===== config.mk =====
export PLATFORM = sky130hd
export DESIGN_NAME = serial_add_ctrl
export DESIGN_NICKNAME = d
export VERILOG_FILES = /design/src/rtl/serial_add_ctrl.sv
export SDC_FILE = /design/constraint.sdc
export NUM_CORES = 1
export LEC_CHECK = 0
export BUFFER_PORTS_ARGS = -buffer_cell sky130_fd_sc_hd__buf_4
export CAP_MARGIN = 15
export CORE_MARGIN = 8
export CORE_UTILIZATION = 50
export CTS_CLUSTER_SIZE = 12
export DETAILED_ROUTE_END_ITERATION = 10
export PLACE_DENSITY = 0.74
export SYNTH_ARGS = -nofsm -noshare
export SYNTH_HDL_FRONTEND = slang
export SYNTH_SLANG_ARGS = --single-unit

===== constraint.sdc =====
create_clock -name clk -period 2.8 [get_ports clk]
set_input_delay 0.56 -clock clk [delete_from_list [all_inputs] [get_ports clk]]
set_output_delay 0.56 -clock clk [all_outputs]
set_load 0.02 [all_outputs]

===== src/rtl/serial_add_ctrl.sv =====
// serial_add_ctrl -- bit-serial add/subtract sequencer.
//
// A single fulladder cell is time-shared over WIDTH cycles. Bits are processed
// LSB first, and the carry is held in a register between cycles. Operands are
// captured on a start valid/ready handshake. The result is returned on a done
// valid/ready handshake.
//
// Ports:
//   clk, rst              rising-edge clock, synchronous active-high reset
//   start_valid/ready     operand handshake; start_ready is high only in IDLE
//   a, b, cin, sub        operands and op, sampled only on start handshake
//                         (sub=1 computes a-b as a+~b+1, cin ignored)
//   done_valid/ready      result handshake
//   sum, cout, ovf        registered result, carry-out of MSB, signed overflow
//   busy                  high while an operation is in RUN or DONE

module fulladder (
  input  logic a,
  input  logic b,
  input  logic ci,
  output logic s,
  output logic co
);
  assign s  = a ^ b ^ ci;
  assign co = (a & b) | (ci & (a ^ b));
endmodule

module serial_add_ctrl #(
  parameter int WIDTH = 8
) (
  input  logic             clk,
  input  logic             rst,
  input  logic             start_valid,
  output logic             start_ready,
  input  logic [WIDTH-1:0] a,
  input  logic [WIDTH-1:0] b,
  input  logic             cin,
  input  logic             sub,
  output logic             done_valid,
  input  logic             done_ready,
  output logic [WIDTH-1:0] sum,
  output logic             cout,
  output logic             ovf,
  output logic             busy
);

  // The counter only needs to reach WIDTH-1. Keep it at least 1 bit wide so WIDTH=1 works.
  localparam int CW = (WIDTH > 1) ? $clog2(WIDTH) : 1;

  typedef enum logic [1:0] {
    IDLE = 2'd0,
    RUN  = 2'd1,
    DONE = 2'd2
  } state_t;

  state_t state, state_nxt;

  logic [WIDTH-1:0] a_sr, b_sr, r_sr;
  logic [WIDTH-1:0] a_shift, b_shift, r_shift;
  logic [CW-1:0]    cnt;
  logic             carry;
  logic             fa_s, fa_co;
  logic             last;
  logic [WIDTH-1:0] sum_q;
  logic             cout_q, ovf_q;

  fulladder u_fa (
    .a  (a_sr[0]),
    .b  (b_sr[0]),
    .ci (carry),
    .s  (fa_s),
    .co (fa_co)
  );

  assign last = (cnt == CW'(WIDTH - 1));

  // Right shifts. The new result bit enters at the MSB, so after WIDTH steps
  // r_sr holds the sum in natural bit order. Indexing by bit keeps this legal for WIDTH=1.
  always_comb begin
    a_shift = a_sr >> 1;
    b_shift = b_sr >> 1;
    r_shift = r_sr >> 1;
    r_shift[WIDTH-1] = fa_s;
  end

  // State register
  always_ff @(posedge clk) begin
    if (rst) state <= IDLE;
    else     state <= state_nxt;
  end

  // Next-state logic
  always_comb begin
    state_nxt = state;
    case (state)
      IDLE:    if (start_valid) state_nxt = RUN;
      RUN:     if (last)        state_nxt = DONE;
      DONE:    if (done_ready)  state_nxt = IDLE;
      default:                  state_nxt = IDLE;
    endcase
  end

  // Outputs decoded from state
  always_comb begin
    start_ready = 1'b0;
    done_valid  = 1'b0;
    busy        = 1'b0;
    case (state)
      IDLE:    start_ready = 1'b1;
      RUN:     busy        = 1'b1;
      DONE:    begin
        done_valid = 1'b1;
        busy       = 1'b1;
      end
      default: start_ready = 1'b0;
    endcase
  end

  // Operand capture / serial step / result latch
  always_ff @(posedge clk) begin
    if (rst) begin
      a_sr   <= '0;
      b_sr   <= '0;
      r_sr   <= '0;
      cnt    <= '0;
      carry  <= 1'b0;
      sum_q  <= '0;
      cout_q <= 1'b0;
      ovf_q  <= 1'b0;
    end else begin
      case (state)
        IDLE: begin
          if (start_valid) begin
            a_sr  <= a;
            b_sr  <= sub ? ~b : b;
            carry <= sub ? 1'b1 : cin;
            r_sr  <= '0;
            cnt   <= '0;
          end
        end
        RUN: begin
          a_sr  <= a_shift;
          b_sr  <= b_shift;
          r_sr  <= r_shift;
          carry <= fa_co;
          cnt   <= cnt + CW'(1);
          if (last) begin
            sum_q  <= r_shift;
            cout_q <= fa_co;
            // On the last step, carry holds the carry into the MSB.
            ovf_q  <= carry ^ fa_co;
          end
        end
        default: ;
      endcase
    end
  end

  assign sum  = sum_q;
  assign cout = cout_q;
  assign ovf  = ovf_q;

endmodule


# Yosys cells after proc, flatten, opt, wreduce, memory -nomap -nowiden
# Index checks and enable logic that the tools add are counted.
op_classes:
  n_addsub: 1
  bitwise_logic: 7
  n_eq_ne: 6
  n_mux: 19
  reduce_logical: 6
op_table:
  columns: ["op", "n"]
  rows:
  - ["one-hot mux 8 bit (2 select lines)", 3]
  - ["2-to-1 mux 8 bit", 4]
  - ["NOT 8 bit", 1]
  - ["2-to-1 mux 2 bit", 3]
  - ["inequality test 2 bit, second input constant", 3]
  - ["one-hot mux 2 bit (3 select lines)", 1]
  - ["one-hot mux 3 bit (2 select lines)", 1]
  - ["2-to-1 mux 1 bit", 5]
  - ["AND reduction 2 bit", 2]
  - ["adder 3 x 1 -> 3 bit, second input constant", 1]
  - ["== test 3 bit, second input constant", 1]
  - ["2-to-1 mux 3 bit", 1]
  - ["AND reduction 3 bit", 1]
  - ["XOR 1 bit", 3]
  - ["AND 1 bit", 2]
  - ["== test 2 x 1 -> 1 bit, second input constant", 1]
  - ["== test 2 bit, second input constant", 1]
  - ["logical NOT 2 bit", 1]
  - ["one-hot mux 1 bit (2 select lines)", 1]
  - ["nonzero test 2 bit", 1]
  - ["OR reduction 2 bit", 1]
  - ["OR 1 bit", 1]
totals:
  regBits: 40

# Logic depth before layout (Yosys ltp)
depth:
  depth_word: 4
  ltp_mapped: 7
  ltp_nobuf: 5

# Hierarchy
# A second synthesis with hierarchy kept.
unflattened:
  cells_unflattened: 195
  hier_area_um2: 1751.7
modules_own_cells:
  columns: ["mod", "n_inst", "cells_per_inst", "area_per_inst_um2", "seq_area_each_um2"]
  rows:
  - ["serial_add_ctrl", 1, 194, 1731.7, 780.7]
  - ["fulladder", 1, 1, 20.0, 0.0]

# Worst setup path after synthesis
# Ideal clock, no wire load.
synth_timing:
  kind: "flip-flop to flip-flop"
  startpoint: "register state[0]"
  endpoint: "register b_sr[5]"
  setup_ps: 132
  setup_slack_ps: 1261
  period_less_slack_ps: 1539
  t_arrival_ps: 1407
  t_required_ps: 2668
  path_stages_with_launch: 7
  n_path_buf: 1
  path_cell_list: "dfxtp_1 inv_1 ha_1 mux2_4 buf_4 o211ai_1 a21oi_1"
synth_via:
  elab_chain_len: 3
  word_cells_on_any_way: 6
synth_lines:
  columns: ["item", "line", "rtl"]
  rows:
  - ["start: declaration", "56", "state_t state, state_nxt;"]
  - ["start signal: assignment", "89", "else state <= state_nxt;"]
  - ["== test 2 x 1 -> 1 bit or logical NOT 2 bit (tied branches)", "131", "case (state)"]
  - ["nonzero test 2 bit (no line) or inequality test 2 bit (tied branches)", null, null]
  - ["AND reduction 2 bit (no line)", null, null]
  - ["end signal: assignment", "135", "b_sr <= sub ? ~b : b;"]
  - ["end signal: assignment", "143", "b_sr <= b_shift;"]
  - ["end: declaration", "58", "logic [WIDTH-1:0] a_sr, b_sr, r_sr;"]
# Parallel ways exist; a longest one is shown, timed or not.
# A chain may end at the register's enable or synchronous reset.

# Worst setup path in the final report
layout_timing:
  startpoint: "register state[1]"
  endpoint: "register b_sr[7]"
# Same word-level chain as after synthesis.

==> flow_summary.json <==
{
  "crit_arrival_ns": 2.21,
  "io_buffers": 34,
  "clkPwrFrac_pct": 25.2,
  "synth_cell_types": 27,
  "slew-limit-headroom_pct": 70.53,
  "period_needed_ns": 1.931,
  "grt_pass1_wl_um": 6078,
  "p_total_mw": 1.509,
  "hpwl_um": 2537,
  "io_pins": 35,
  "synth_area_um2": 1752,
  "cts_tree": "built",
  "tightestPinTransition_ns": 0.4420,
  "fmax_mhz": 517.9,
  "end_kind": "register",
  "synthCells": 195,
  "path_buf_inv": 3,
  "final_cell_count_no_fill": 270,
  "start_util_pct": 52.08,
  "numCtsBuffers": 5,
  "final.setup_skew_ns": 0.01633,
  "synth_warnings": 0,
  "ant_nets": 0,
  "cts_root_buf": "clkbuf_4",
  "maxCapViolCount": 0,
  "fin_crit_sh_pct": 68.96,
  "n_antenna_cell": 0,
  "synth_top_area_share_pct": 44.57,
  "layout-drive-gt1-share_pct": 20.54,
  "final_cell_mix": "39 x dfxtp_1, 36 x buf_4, 31 x nand2_1",
  "clkTransAtPathRegs_ns": 0.13,
  "cp-start-kind": "register",
  "power.share.switching_pct": 33.14,
  "place.gp.congestion": 0.8189,
  "dr.pass1.iters": 4,
  "post_cts_resize_count": 0,
  "power_frac_comb_pct": 30.7,
  "grt_max_degree": 42,
  "hold_class": "reg -> reg",
  "synth_nets": 223,
  "p_int_mw": 1.009,
  "hold_buffers": 0,
  "ys_ff_latch": 39,
  "finalSetupViolCount": 0,
  "routedWlPerCell_um": 13.63,
  "globalRouteOverflowTotal": 0,
  "status": "finished, final reports clean",
  "critPathSlowestCell": "buf_4",
  "path_cells": "inv_1 -> ha_1 -> buf_4 -> mux2i_1 -> buf_4 -> or3_1 -> a21oi_1",
  "clk_latency_ns": 0.36,
  "fin_ws_ns": 0.8692,
  "die_h_um": 75.19,
  "clock_sink_count": 39,
  "nets": 251,
  "crit_type": "reg -> reg",
  "yosysSeqAreaShare_pct": 44.57,
  "maxSlewViolCount": 0,
  "avgViaCountPerCell": 5.259,
  "yosys.area.top_type": "dfxtp_1",
  "finalWirelength_um": 3679,
  "drc_errors": 0,
  "grt_use_total_pct": 13.97,
  "area_delta_synth_final_pct": 18.71,
  "setup_tns_ns": 0,
  "clockBufferDepth": 2,
  "p_switching_uw": 500.1,
  "drtIter0Drc": 65,
  "cp_common_cell": "buf_4",
  "post-cts-setup-buffers": 0,
  "dieWidth_um": 75.19,
  "ir_drop_mv": 0.3083,
  "rsz0062_at_grt": "false",
  "grt_pass1_vias": 1405,
  "mostFrequentLayoutCell": "dfxtp_1",
  "syn_avg_cell_area_um2": 8.983,
  "core.rowCount": 21,
  "critical_path.top_delay_family": "buffers and inverters",
  "hold_viol_final": 0,
  "core-area_um2": 3363,
  "power.density_nw_per_um2": 725.6,
  "crit_fanout": 41,
  "p_leak_nw": 0.8281,
  "worst-endpoint-required_ns": 3.08,
  "pre_cts_ws_ns": 0.9316,
  "htreeDepth": 2,
  "antenna_found_initial": 0,
  "die_area_um2": 5654,
  "placed_cells": 262,
  "max_stage_delay_ns": 0.39,
  "vias": 1420,
  "synthTopCellsByArea": "dfxtp_1 45%, nand2_1 6.6%, a21oi_1 5.7%",
  "p_seq_share_pct": 44.2
}
[kinds of logic (layout without fill, tap and decap cells)]
logic type / count (synthesis) / in the layout / synth area share, %
simple gates: 64 / 64 / 16.14
compound gates: 48 / 48 / 18.57
flops: 39 / 39 / 44.57
buf+inv: 19 / 48 / 5.499
mux: 10 / 10 / 6.000
xor+xnor: 9 / 9 / 4.500
fa+ha+maj: 6 / 6 / 4.714
[area by class of cell]
class / instances / area, um2
tap: 46 / 57.56
multi-input combinational: 137 / 874.6
sequential: 39 / 780.7
fill: 336 / 1284
timing repair buffer: 36 / 270.3
clock inverter: 3 / 43.79
inverter: 4 / 15.01
clock buffer: 5 / 37.54
[path summary, 6_finish.rpt]
| check | from | slack [ns] | end | cells past startpoint |
|---|---|---|---|---|
| max | state[1]$_SDFFE_PP0P_ | 0.87 | b_sr[7]$_SDFFE_PP0P_ | 7 |
| min | b_sr[1]$_SDFFE_PP0P_ | 0.46 | b_sr[1]$_SDFFE_PP0P_ | 2 |
| max reg2reg | state[1]$_SDFFE_PP0P_ | 0.87 | b_sr[7]$_SDFFE_PP0P_ | 7 |
| min reg2reg | b_sr[1]$_SDFFE_PP0P_ | 0.46 | b_sr[1]$_SDFFE_PP0P_ | 2 |
[per-layer routing]
| layer | GRT usage (%) | up-vias | part of all wire [%] |
|---|---|---|---|
| met4 | 5.757 | 0 | 1.2 |
| li1 | - | 733 | - |
| met1 | 15.14 | 657 | 43 |
| met3 | 5.459 | 4 | 5.8 |
| met2 | 23.70 | 26 | 50 |
| met5 | 0 | - | 0 |
[worst register-to-register path, cell delays in order, from the launching register on]
cell and delay (ns):
dfxtp_1 0.34, inv_1 0.10, ha_1 0.16, buf_4 0.39
mux2i_1 0.13, buf_4 0.23, or3_1 0.36, a21oi_1 0.14
[cell usage after synthesis, drive strengths merged]
library cell	number
nand3b	2
o211ai	7
inv	4
dfxtp	39
o31ai	1
nor2b	2
clkbuf	6
a211oi	9
and2	1
buf	9
xor2	7
a21oi	20
nor2	17
nand2b	9
xnor2	2
ha	5
o311a	1
o311ai	1
nand2	32
mux2i	9
fa	1
or3	1
mux2	1
a32oi	9
[through the flow]
stage / area, um2 / hold slack (ns) / util, %
floorplan: 1752 / 0.4267 / -
global placement: 1998 / 0.4350 / 59.41
detailed placement: 1998 / 0.4433 / 59.41
CTS: 2079 / 0.4587 / 61.83
global route: 2079 / 0.4714 / 61.83
finish: 2079 / 0.4560 / 61.83
[power groups by stage]
stage | Clock [mW] | Sequential [mW] | Combinational [mW]
floorplan | 0 | 0.670 | 0.383
global placement | 0 | 0.675 | 0.439
global route | 0.412 | 0.675 | 0.507
finish | 0.380 | 0.666 | 0.463
detailed placement | 0 | 0.680 | 0.459
CTS | 0.385 | 0.667 | 0.465
[flip-flops by register name (all words and copies together), names as in the netlist]
signal / cells
a_sr: 8
b_sr: 8
state: 2
r_sr: 7
carry: 1
sum: 8
ovf: 1
cout: 1
cnt: 3
Power figures use the tool's default switching activity.
